<file path="src/rtl/hci_hwpe_arbiter_pkg.sv">
// hci_hwpe_arbiter_pkg: shared defaults, arbiter state type and round-robin pointer helper.
package hci_hwpe_arbiter_pkg;
  localparam int DEFAULT_DW = 32;
  localparam int DEFAULT_AW = 32;
  localparam int DEFAULT_BW = 8;
  localparam int DEFAULT_UW = 1;
  typedef enum logic {IDLE, LOCKED} arb_state_e;
  function automatic int rr_next(input int ptr, input int nb);
    return (ptr + 1 >= nb) ? 0 : ptr + 1;
  endfunction
endpackage

</file>
<file path="src/rtl/hci_rr_select.sv">
// hci_rr_select: first requester at or after a start pointer, searched cyclically.
module hci_rr_select #(
  parameter int N  = 2,
  parameter int IW = 1
) (
  input  logic [N-1:0]  req_i,
  input  logic [IW-1:0] ptr_i,
  output logic [N-1:0]  gnt_o,
  output logic [IW-1:0] idx_o,
  output logic          valid_o
);
  always_comb begin
    logic [IW:0] j;
    gnt_o   = '0;
    idx_o   = '0;
    valid_o = 1'b0;
    j       = '0;
    for (int k = 0; k < N; k++) begin
      j = {1'b0, ptr_i} + (IW+1)'(k);
      j = j >= (IW+1)'(N) ? j - (IW+1)'(N) : j;
      if (!valid_o && req_i[j[IW-1:0]]) begin
        valid_o = 1'b1;
        idx_o   = j[IW-1:0];
        gnt_o   = N'(1) << j[IW-1:0];
      end
    end
  end
endmodule

</file>
<file path="src/rtl/hci_hwpe_arbiter.sv">
// hci_hwpe_arbiter: round-robin, burst-locking share of one HWPE core port among NB_REQ initiators.
// Optional per-port stall counters enabled by HCI_HWPE_ARBITER_PERF_EN.
module hci_hwpe_arbiter
  import hci_hwpe_arbiter_pkg::*;
#(
  parameter int NB_REQ    = 2,
  parameter int MAX_BURST = 4,
  parameter int DW        = DEFAULT_DW,
  parameter int AW        = DEFAULT_AW,
  parameter int BW        = DEFAULT_BW,
  parameter int UW        = DEFAULT_UW,
  localparam int IW       = NB_REQ > 1 ? $clog2(NB_REQ) : 1
) (
  input  logic                             clk_i,
  input  logic                             rst_i,
  input  logic                             clear_i,
  input  logic [NB_REQ-1:0]                in_req_i,
  input  logic [NB_REQ-1:0][AW-1:0]        in_add_i,
  input  logic [NB_REQ-1:0]                in_wen_i,
  input  logic [NB_REQ-1:0][DW/BW-1:0]     in_be_i,
  input  logic [NB_REQ-1:0][DW-1:0]        in_data_i,
  input  logic [NB_REQ-1:0][UW-1:0]        in_user_i,
  output logic [NB_REQ-1:0]                in_gnt_o,
  output logic [NB_REQ-1:0]                in_r_valid_o,
  output logic [DW-1:0]                    in_r_data_o,
  output logic [UW-1:0]                    in_r_user_o,
  output logic                             out_req_o,
  output logic [AW-1:0]                    out_add_o,
  output logic                             out_wen_o,
  output logic [DW/BW-1:0]                 out_be_o,
  output logic [DW-1:0]                    out_data_o,
  output logic [UW-1:0]                    out_user_o,
  input  logic                             out_gnt_i,
  input  logic                             out_r_valid_i,
  input  logic [DW-1:0]                    out_r_data_i,
  output logic [IW-1:0]                    owner_o,
  output logic                             locked_o
`ifdef HCI_HWPE_ARBITER_PERF_EN
  , output logic [NB_REQ-1:0][31:0]        stall_cnt_o
`endif
);
  localparam int CW = MAX_BURST > 1 ? $clog2(MAX_BURST) : 1;
  arb_state_e          state_q;
  logic [IW-1:0]       owner_q, rr_ptr_q, resp_sel_q, sel, rr_idx, start;
  logic [CW-1:0]       burst_q, burst_eff;
  logic                resp_pend_q, hold, rr_valid, hs, others, last;
  logic [NB_REQ-1:0]   rr_gnt, sel_oh;
  // A locked owner that drops req hands over in the same cycle, searching from owner+1.
  assign hold  = state_q == LOCKED && in_req_i[owner_q];
  assign start = state_q == LOCKED ? IW'(rr_next(int'(owner_q), NB_REQ)) : rr_ptr_q;
  hci_rr_select #(.N(NB_REQ), .IW(IW)) u_sel (
    .req_i   (in_req_i),
    .ptr_i   (start),
    .gnt_o   (rr_gnt),
    .idx_o   (rr_idx),
    .valid_o (rr_valid)
  );
  assign sel        = hold ? owner_q : rr_idx;
  assign sel_oh     = hold ? NB_REQ'(1) << owner_q : rr_gnt;
  assign out_req_o  = hold | rr_valid;
  assign out_add_o  = in_add_i[sel];
  assign out_wen_o  = in_wen_i[sel];
  assign out_be_o   = in_be_i[sel];
  assign out_data_o = in_data_i[sel];
  assign out_user_o = in_user_i[sel];
  assign hs         = out_req_o & out_gnt_i;
  assign others     = |(in_req_i & ~sel_oh);
  assign burst_eff  = hold ? burst_q : '0;
  assign last       = burst_eff == CW'(MAX_BURST - 1);
  assign in_r_data_o = out_r_data_i;
  assign in_r_user_o = '0;
  assign owner_o     = owner_q;
  assign locked_o    = state_q == LOCKED;
  for (genvar g = 0; g < NB_REQ; g++) begin : g_port
    assign in_gnt_o[g]     = ~rst_i & out_gnt_i & in_req_i[g] & sel_oh[g];
    assign in_r_valid_o[g] = ~rst_i & out_r_valid_i & resp_pend_q & (resp_sel_q == IW'(g));
  end
  always_ff @(posedge clk_i) begin
    if (rst_i || clear_i) begin
      state_q     <= IDLE;
      owner_q     <= '0;
      rr_ptr_q    <= '0;
      burst_q     <= '0;
      resp_pend_q <= 1'b0;
      resp_sel_q  <= '0;
    end else begin
      resp_pend_q <= hs;
      if (hs) begin
        resp_sel_q <= sel;
        owner_q    <= sel;
        burst_q    <= last ? '0 : burst_eff + 1'b1;
        state_q    <= last && others ? IDLE : LOCKED;
        if (last && others) rr_ptr_q <= IW'(rr_next(int'(sel), NB_REQ));
      end else if (state_q == LOCKED && !in_req_i[owner_q]) begin
        state_q  <= IDLE;
        burst_q  <= '0;
        rr_ptr_q <= IW'(rr_next(int'(owner_q), NB_REQ));
      end
    end
  end
`ifdef HCI_HWPE_ARBITER_PERF_EN
  logic [31:0] stall_q [NB_REQ];
  logic [31:0] stall_d [NB_REQ];
  for (genvar g = 0; g < NB_REQ; g++) begin : g_stall
    assign stall_d[g]     = in_req_i[g] && !in_gnt_o[g] && !(&stall_q[g]) ? stall_q[g] + 1 : stall_q[g];
    assign stall_cnt_o[g] = stall_q[g];
  end
  always_ff @(posedge clk_i) begin
    if (rst_i || clear_i) stall_q <= '{default: '0};
    else stall_q <= stall_d;
  end
`endif
endmodule

</file>
<file path="config.mk">
export PLATFORM = sky130hd
export DESIGN_NAME = hci_hwpe_arbiter
export DESIGN_NICKNAME = d
export VERILOG_FILES = /design/src/rtl/hci_hwpe_arbiter_pkg.sv /design/src/rtl/hci_rr_select.sv /design/src/rtl/hci_hwpe_arbiter.sv
export SDC_FILE = /design/constraint.sdc
export NUM_CORES = 1
export LEC_CHECK = 0
export ABC_AREA = 1
export ABC_CLOCK_PERIOD_IN_PS = 1800
export BUFFER_PORTS_ARGS = -buffer_cell sky130_fd_sc_hd__buf_2
export CELL_PAD_IN_SITES_DETAIL_PLACEMENT = 1
export CELL_PAD_IN_SITES_GLOBAL_PLACEMENT = 1
export CORE_ASPECT_RATIO = 0.75
export CORE_MARGIN = 2
export CORE_UTILIZATION = 13
export CTS_BUF_LIST = sky130_fd_sc_hd__clkbuf_16
export CTS_CLUSTER_SIZE = 20
export DETAILED_ROUTE_END_ITERATION = 10
export GPL_TIMING_DRIVEN = 0
export PLACE_DENSITY_LB_ADDON = 0.25
export SLEW_MARGIN = 20
export SYNTH_ARGS = -nofsm -noshare
export SYNTH_HDL_FRONTEND = slang
export SYNTH_SLANG_ARGS = --single-unit
</file>
<file path="constraint.sdc">
create_clock -name clk_i -period 1.8 [get_ports clk_i]
set_input_delay 0.18 -clock clk_i [delete_from_list [all_inputs] [get_ports clk_i]]
set_output_delay 0.18 -clock clk_i [all_outputs]
set_load 0.01 [all_outputs]
</file>
* After elaboration in Yosys (flattened, before gate mapping)
Index checks and enable logic that the tools add are counted.
** Cells by class
- Add/subtract/negate cells :: 6
- $lt $le $gt $ge :: 8
- Equality and inequality tests :: 2
- Shifts and indexed selects :: 3
- Mux-type cells :: 39
- Bitwise logic cells :: 15
- Reductions and logical operators :: 10
** Operators with widths (count)
- 2-to-1 mux 32 bit :: 4
- 2-to-1 mux 1 bit :: 26
- 2-to-1 mux 2 bit :: 7
- AND 1 bit :: 10
- < comparator 1 x 2 -> 1 bit (second input constant) :: 4
- 2-to-1 mux 4 bit :: 2
- adder 1 x 1 -> 2 bit (second input constant) :: 3
- greater-or-equal comparator 2 bit (second input constant) :: 3
- << shifter 1 x 1 -> 2 bit (first input constant) :: 3
- logical AND 1 bit :: 4
- adder 2 x 1 -> 2 bit (second input constant) :: 1
- AND 2 bit :: 1
- == test 2 bit (second input constant) :: 1
- greater-or-equal comparator 1 x 2 -> 1 bit (second input constant) :: 1
- zero test 1 bit :: 2
- != test 2 x 1 -> 1 bit (second input constant) :: 1
- NOT 1 bit :: 2
- NOT 2 bit :: 1
- AND reduction 2 bit :: 1
- nonzero test 2 bit :: 1
- OR reduction 2 bit :: 1
- subtractor 1 bit (second input constant) :: 2
- logical OR 1 bit :: 1
- OR 1 bit :: 1
** Storage, ports and cells
- Flip-flop bits (word level) :: 6
- Input port bits :: 179
- Output and inout bits :: 110
- Word-level logic and storage cells :: 88

* Depth between registers and ports, before layout
- Word-level depth :: 19
- Depth in mapped cells :: 11
- Gate-level depth less buffers :: 11

* By module
Synthesis repeated with hierarchy kept, for this count alone.
** Unflattened totals
- Cell total of the unflattened synthesis :: 183
- Area total of the unflattened synthesis :: 1900.6 um^2
** Modules (own cells, without submodules)
- hci_hwpe_arbiter :: instances 1, cells an instance 176, area each 1866.8 um^2, sequential area each 120.1 um^2
- hci_rr_select :: instances 1, cells an instance 7, area each 33.8 um^2, sequential area each 0.0 um^2

* Least setup slack after synthesis
OpenSTA, ideal clock, no wires.
- Kind :: register -> output
- Start :: reg, netlist name resp_sel_q
- End :: out in_gnt_o[1]
- Arrival :: 1.272 ns
- Required time :: 1.620 ns
- Slack :: 0.348 ns
- Stages on the path, launching flop included :: 8
- Path buffers :: 1
- Path through :: dfxtp_1 inv_2 nand2_2 nand4_1 nand2_4 inv_4 buf_6 nor2_1
** RTL lines
- to (decl) :: line hci_hwpe_arbiter.sv:23 : output logic [NB_REQ-1:0] in_gnt_o,

==> run metrics <==
worst-skew pair later-pin latency 230 ps; Die Y-Extent 99.0 microns; Hold/Removal Path Class in -> reg; Area Growth Syn to Fin 134%; DR WL/cell 12.8 microns; WP buf/inv 5; area taken by multi-input logic gates 0.00122 sq mm; Routed Antenna Nets 0; Worst-path clk slew 30 ps; Sinks on Clock Net 6; worst-path cell chain inv_4 -> nand2_4 -> nand4_1 -> buf_6 -> nand2_8 -> clkinv_8 -> buf_8 -> nand2_1 -> nand2_1 -> buf_2; fillers 1611; Post-Synth Simple-Gate Area 0.634; Worst Setup Start Kind flip-flop; Worst Path Max Fanout 10; DR iter-0 viols 38; n_diodes 0; hold_ws 276 ps; crit end category primary output; fmax 562 MHz; Final Hold Fails 0; #FFs+latches synth 6; Total GRT Usage 0.131; global-route wire length before repair 13800 microns; die area 0.0129 sq mm; via count 2908; Nets 782; DR pass1 iterations 4; CP startpoint resp_sel_q; Seq/Total Area, Yosys 0.0768; setup ws final 21.2 ps; min Tclk post-route 1780 ps; worst r2r src resp_sel_q; R2R depth 10; WP data required 1620 ps; max-slew violation count 0; Syn Nets 505; total congestion overflow 0; Post-Syn Area 0.00156 sq mm; Synth Area in Compound Gates 0.0128; DR vias/cell 3.82; largest net degree at the start of global routing 11; core area 0.0117 sq mm; Inserted Clock Buffers 3; WL final 9770 microns; Pwr Density 421 mW/mm^2; DRC 0; H-tree depth 1; count of cell types in the netlist 20; Starting Density 0.134; most used cell, CP nand2_1; WP data arrival 1600 ps; Pleak 0.00232 uW; fraction of synthesized cell area in xor and xnor cells 0; layout cells sized above 1 0.612; Max stage delay on crit path 390 ps; Die X 131 microns; maximum VDD drop 407 uV; outcome completed; reg2reg end rr_ptr_q; critical path's slowest cell dfxtp_4; vias in the first global route 2945; crit-path leading delay family buffers and inverters; register area 128 sq um; main combinational cell family by area after synthesis simple AND/OR/NAND/NOR gates; skew final 2.15 ps; Clock Path Buffers 2; yosys warns 0; crit path to out_add_o[27]; clock root cell clkbuf_16; Post-Synthesis Cells 325; CTS tree yes; # IOs 289; mux cell area share after synthesis 0; hpwl dp 8000 microns; Period Utilization, post-route 0.988; I/O Buffers 255; num rows 34; RSZ-0062 raised after global routing true; Inst Count DP 742; post-synthesis adder-cell area fraction 0.00800; gpl congestion 0.751; syn avg cell area 4.81 sq um; stages on the worst setup path 10; Placement Setup Slack -20.8 ps; final cell count without fillers 762; critical path class reg -> out; reg2reg setup slack 200 ps; initial antenna violation count 0; final setup fails 0; max_cap viols 0
==> layer usage <==
| metal | wire length, microns | GRT usage | vias up | share of wire |
|---|---|---|---|---|
| li1 | - | - | 1490 | - |
| met1 | 3790 | 0.148 | 1285 | 0.39 |
| met2 | 5180 | 0.265 | 128 | 0.53 |
| met3 | 741 | 0.0147 | 5 | 0.076 |
| met4 | 64 | 0.0188 | 0 | 0.0065 |
| met5 | 0 | 0 | - | 0 |
==> how the worst min path moves through the flow <==
stage	from	endpoint	slack [ps]	cells after the start
3_3_place_gp	burst_q[0]	burst_q[0]	470	2
2_1_floorplan	clear_i	burst_q[0]	390	3
4_1_cts	clear_i	locked_o	280	3
3_5_place_dp	burst_q[0]	burst_q[0]	480	2
6_report	clear_i	locked_o	280	3
5_1_grt	clear_i	locked_o	310	3
==> state kept, by name, indices dropped and copies added, names as in the netlist <==
signal / flops
resp_pend_q: 1
burst_q: 2
rr_ptr_q: 1
locked_o: 1
resp_sel_q: 1
==> kinds of logic (layout without fill, tap and decap cells) <==
group	count (synthesis)	after routing
and+or+nand+nor	252	253
AOI/OAI and AO/OA	4	4
buffers and inverters	61	335
DFF	6	6
other	1	1
adders and majority gates	1	1
==> through the flow <==
| stage | instance area, sq um | util | setup TNS [ps] | power (uW) |
|---|---|---|---|---|
| after CTS | 3350 | 0.287 | 0 | 1440 |
| after detailed placement | 3040 | 0.261 | -25.4 | 1010 |
| after global routing | 3670 | 0.315 | -3130 | 1660 |
| final | 3670 | 0.315 | 0 | 1540 |
| after floorplan | 1560 | - | 0 | 572 |
| after global placement | 3040 | 0.261 | 0 | 990 |
==> cells in the mapped netlist <==
library cell	instances	area (sq um)
nand3_1	8	40.0
inv_4	1	6.26
nand2_4	1	11.3
a21oi_1	2	10.0
buf_6	7	78.8
nor2_1	10	37.5
nand2_2	2	12.5
inv_2	1	3.75
nand4_1	2	12.5
nand2_1	226	848
and3_1	1	6.26
nor3_1	1	5.00
buf_2	7	35.0
o21ai_0	2	10.0
buf_4	33	248
dfxtp_1	6	120
ha_1	1	12.5
inv_1	12	45.0
nand3_4	1	17.5
conb_1	1	3.75
==> timing repair <==
action,4_1_cts,5_1_grt
hold buffers,0,0
setup endpoints to repair,71,72
resized for setup,29,72
pin swaps,4,4
gates cloned,3,1
setup buffers,11,2
==> placed cells by master (no fill, tap or decap), types with 2 or more instances in the layout <==
cell	n
buf_2	240
nand2_1	191
buf_4	45
nand2_2	25
buf_6	25
inv_1	12
nand2_4	11
nor2_1	9
nand3_1	7
buf_8	4
dfxtp_1	4
clkbuf_16	4
nand2_8	3
nand4_1	2
a21oi_1	2
o21ai_0	2
dfxtp_4	2
==> layout make-up <==
type | count | area share
clock buffer | 3 | 0.0205
multi-input combinational | 259 | 0.334
tap | 162 | 0.0553
timing repair inverter | 1 | 0.00444
inverter | 14 | 0.0184
sequential | 6 | 0.0348
buffer | 47 | 0.117
timing repair buffer | 270 | 0.416
==> worst register-to-register path, stage by stage (launching register included) <==
cell	delay, ps
dfxtp_4	370
nand2_1	140
nand3_4	130
buf_4	180
nor2_1	90
ha_1	160
nand4_1	150
nand2_1	110
nand3_1	80
nand2_1	60
inv_1	30
==> power by group <==
part,internal [uW],total [uW],switching [uW]
Combinational,522,1040,519
Sequential,136,141,4.56
Clock,285,360,75.1
(Power assumes the default switching activity.)
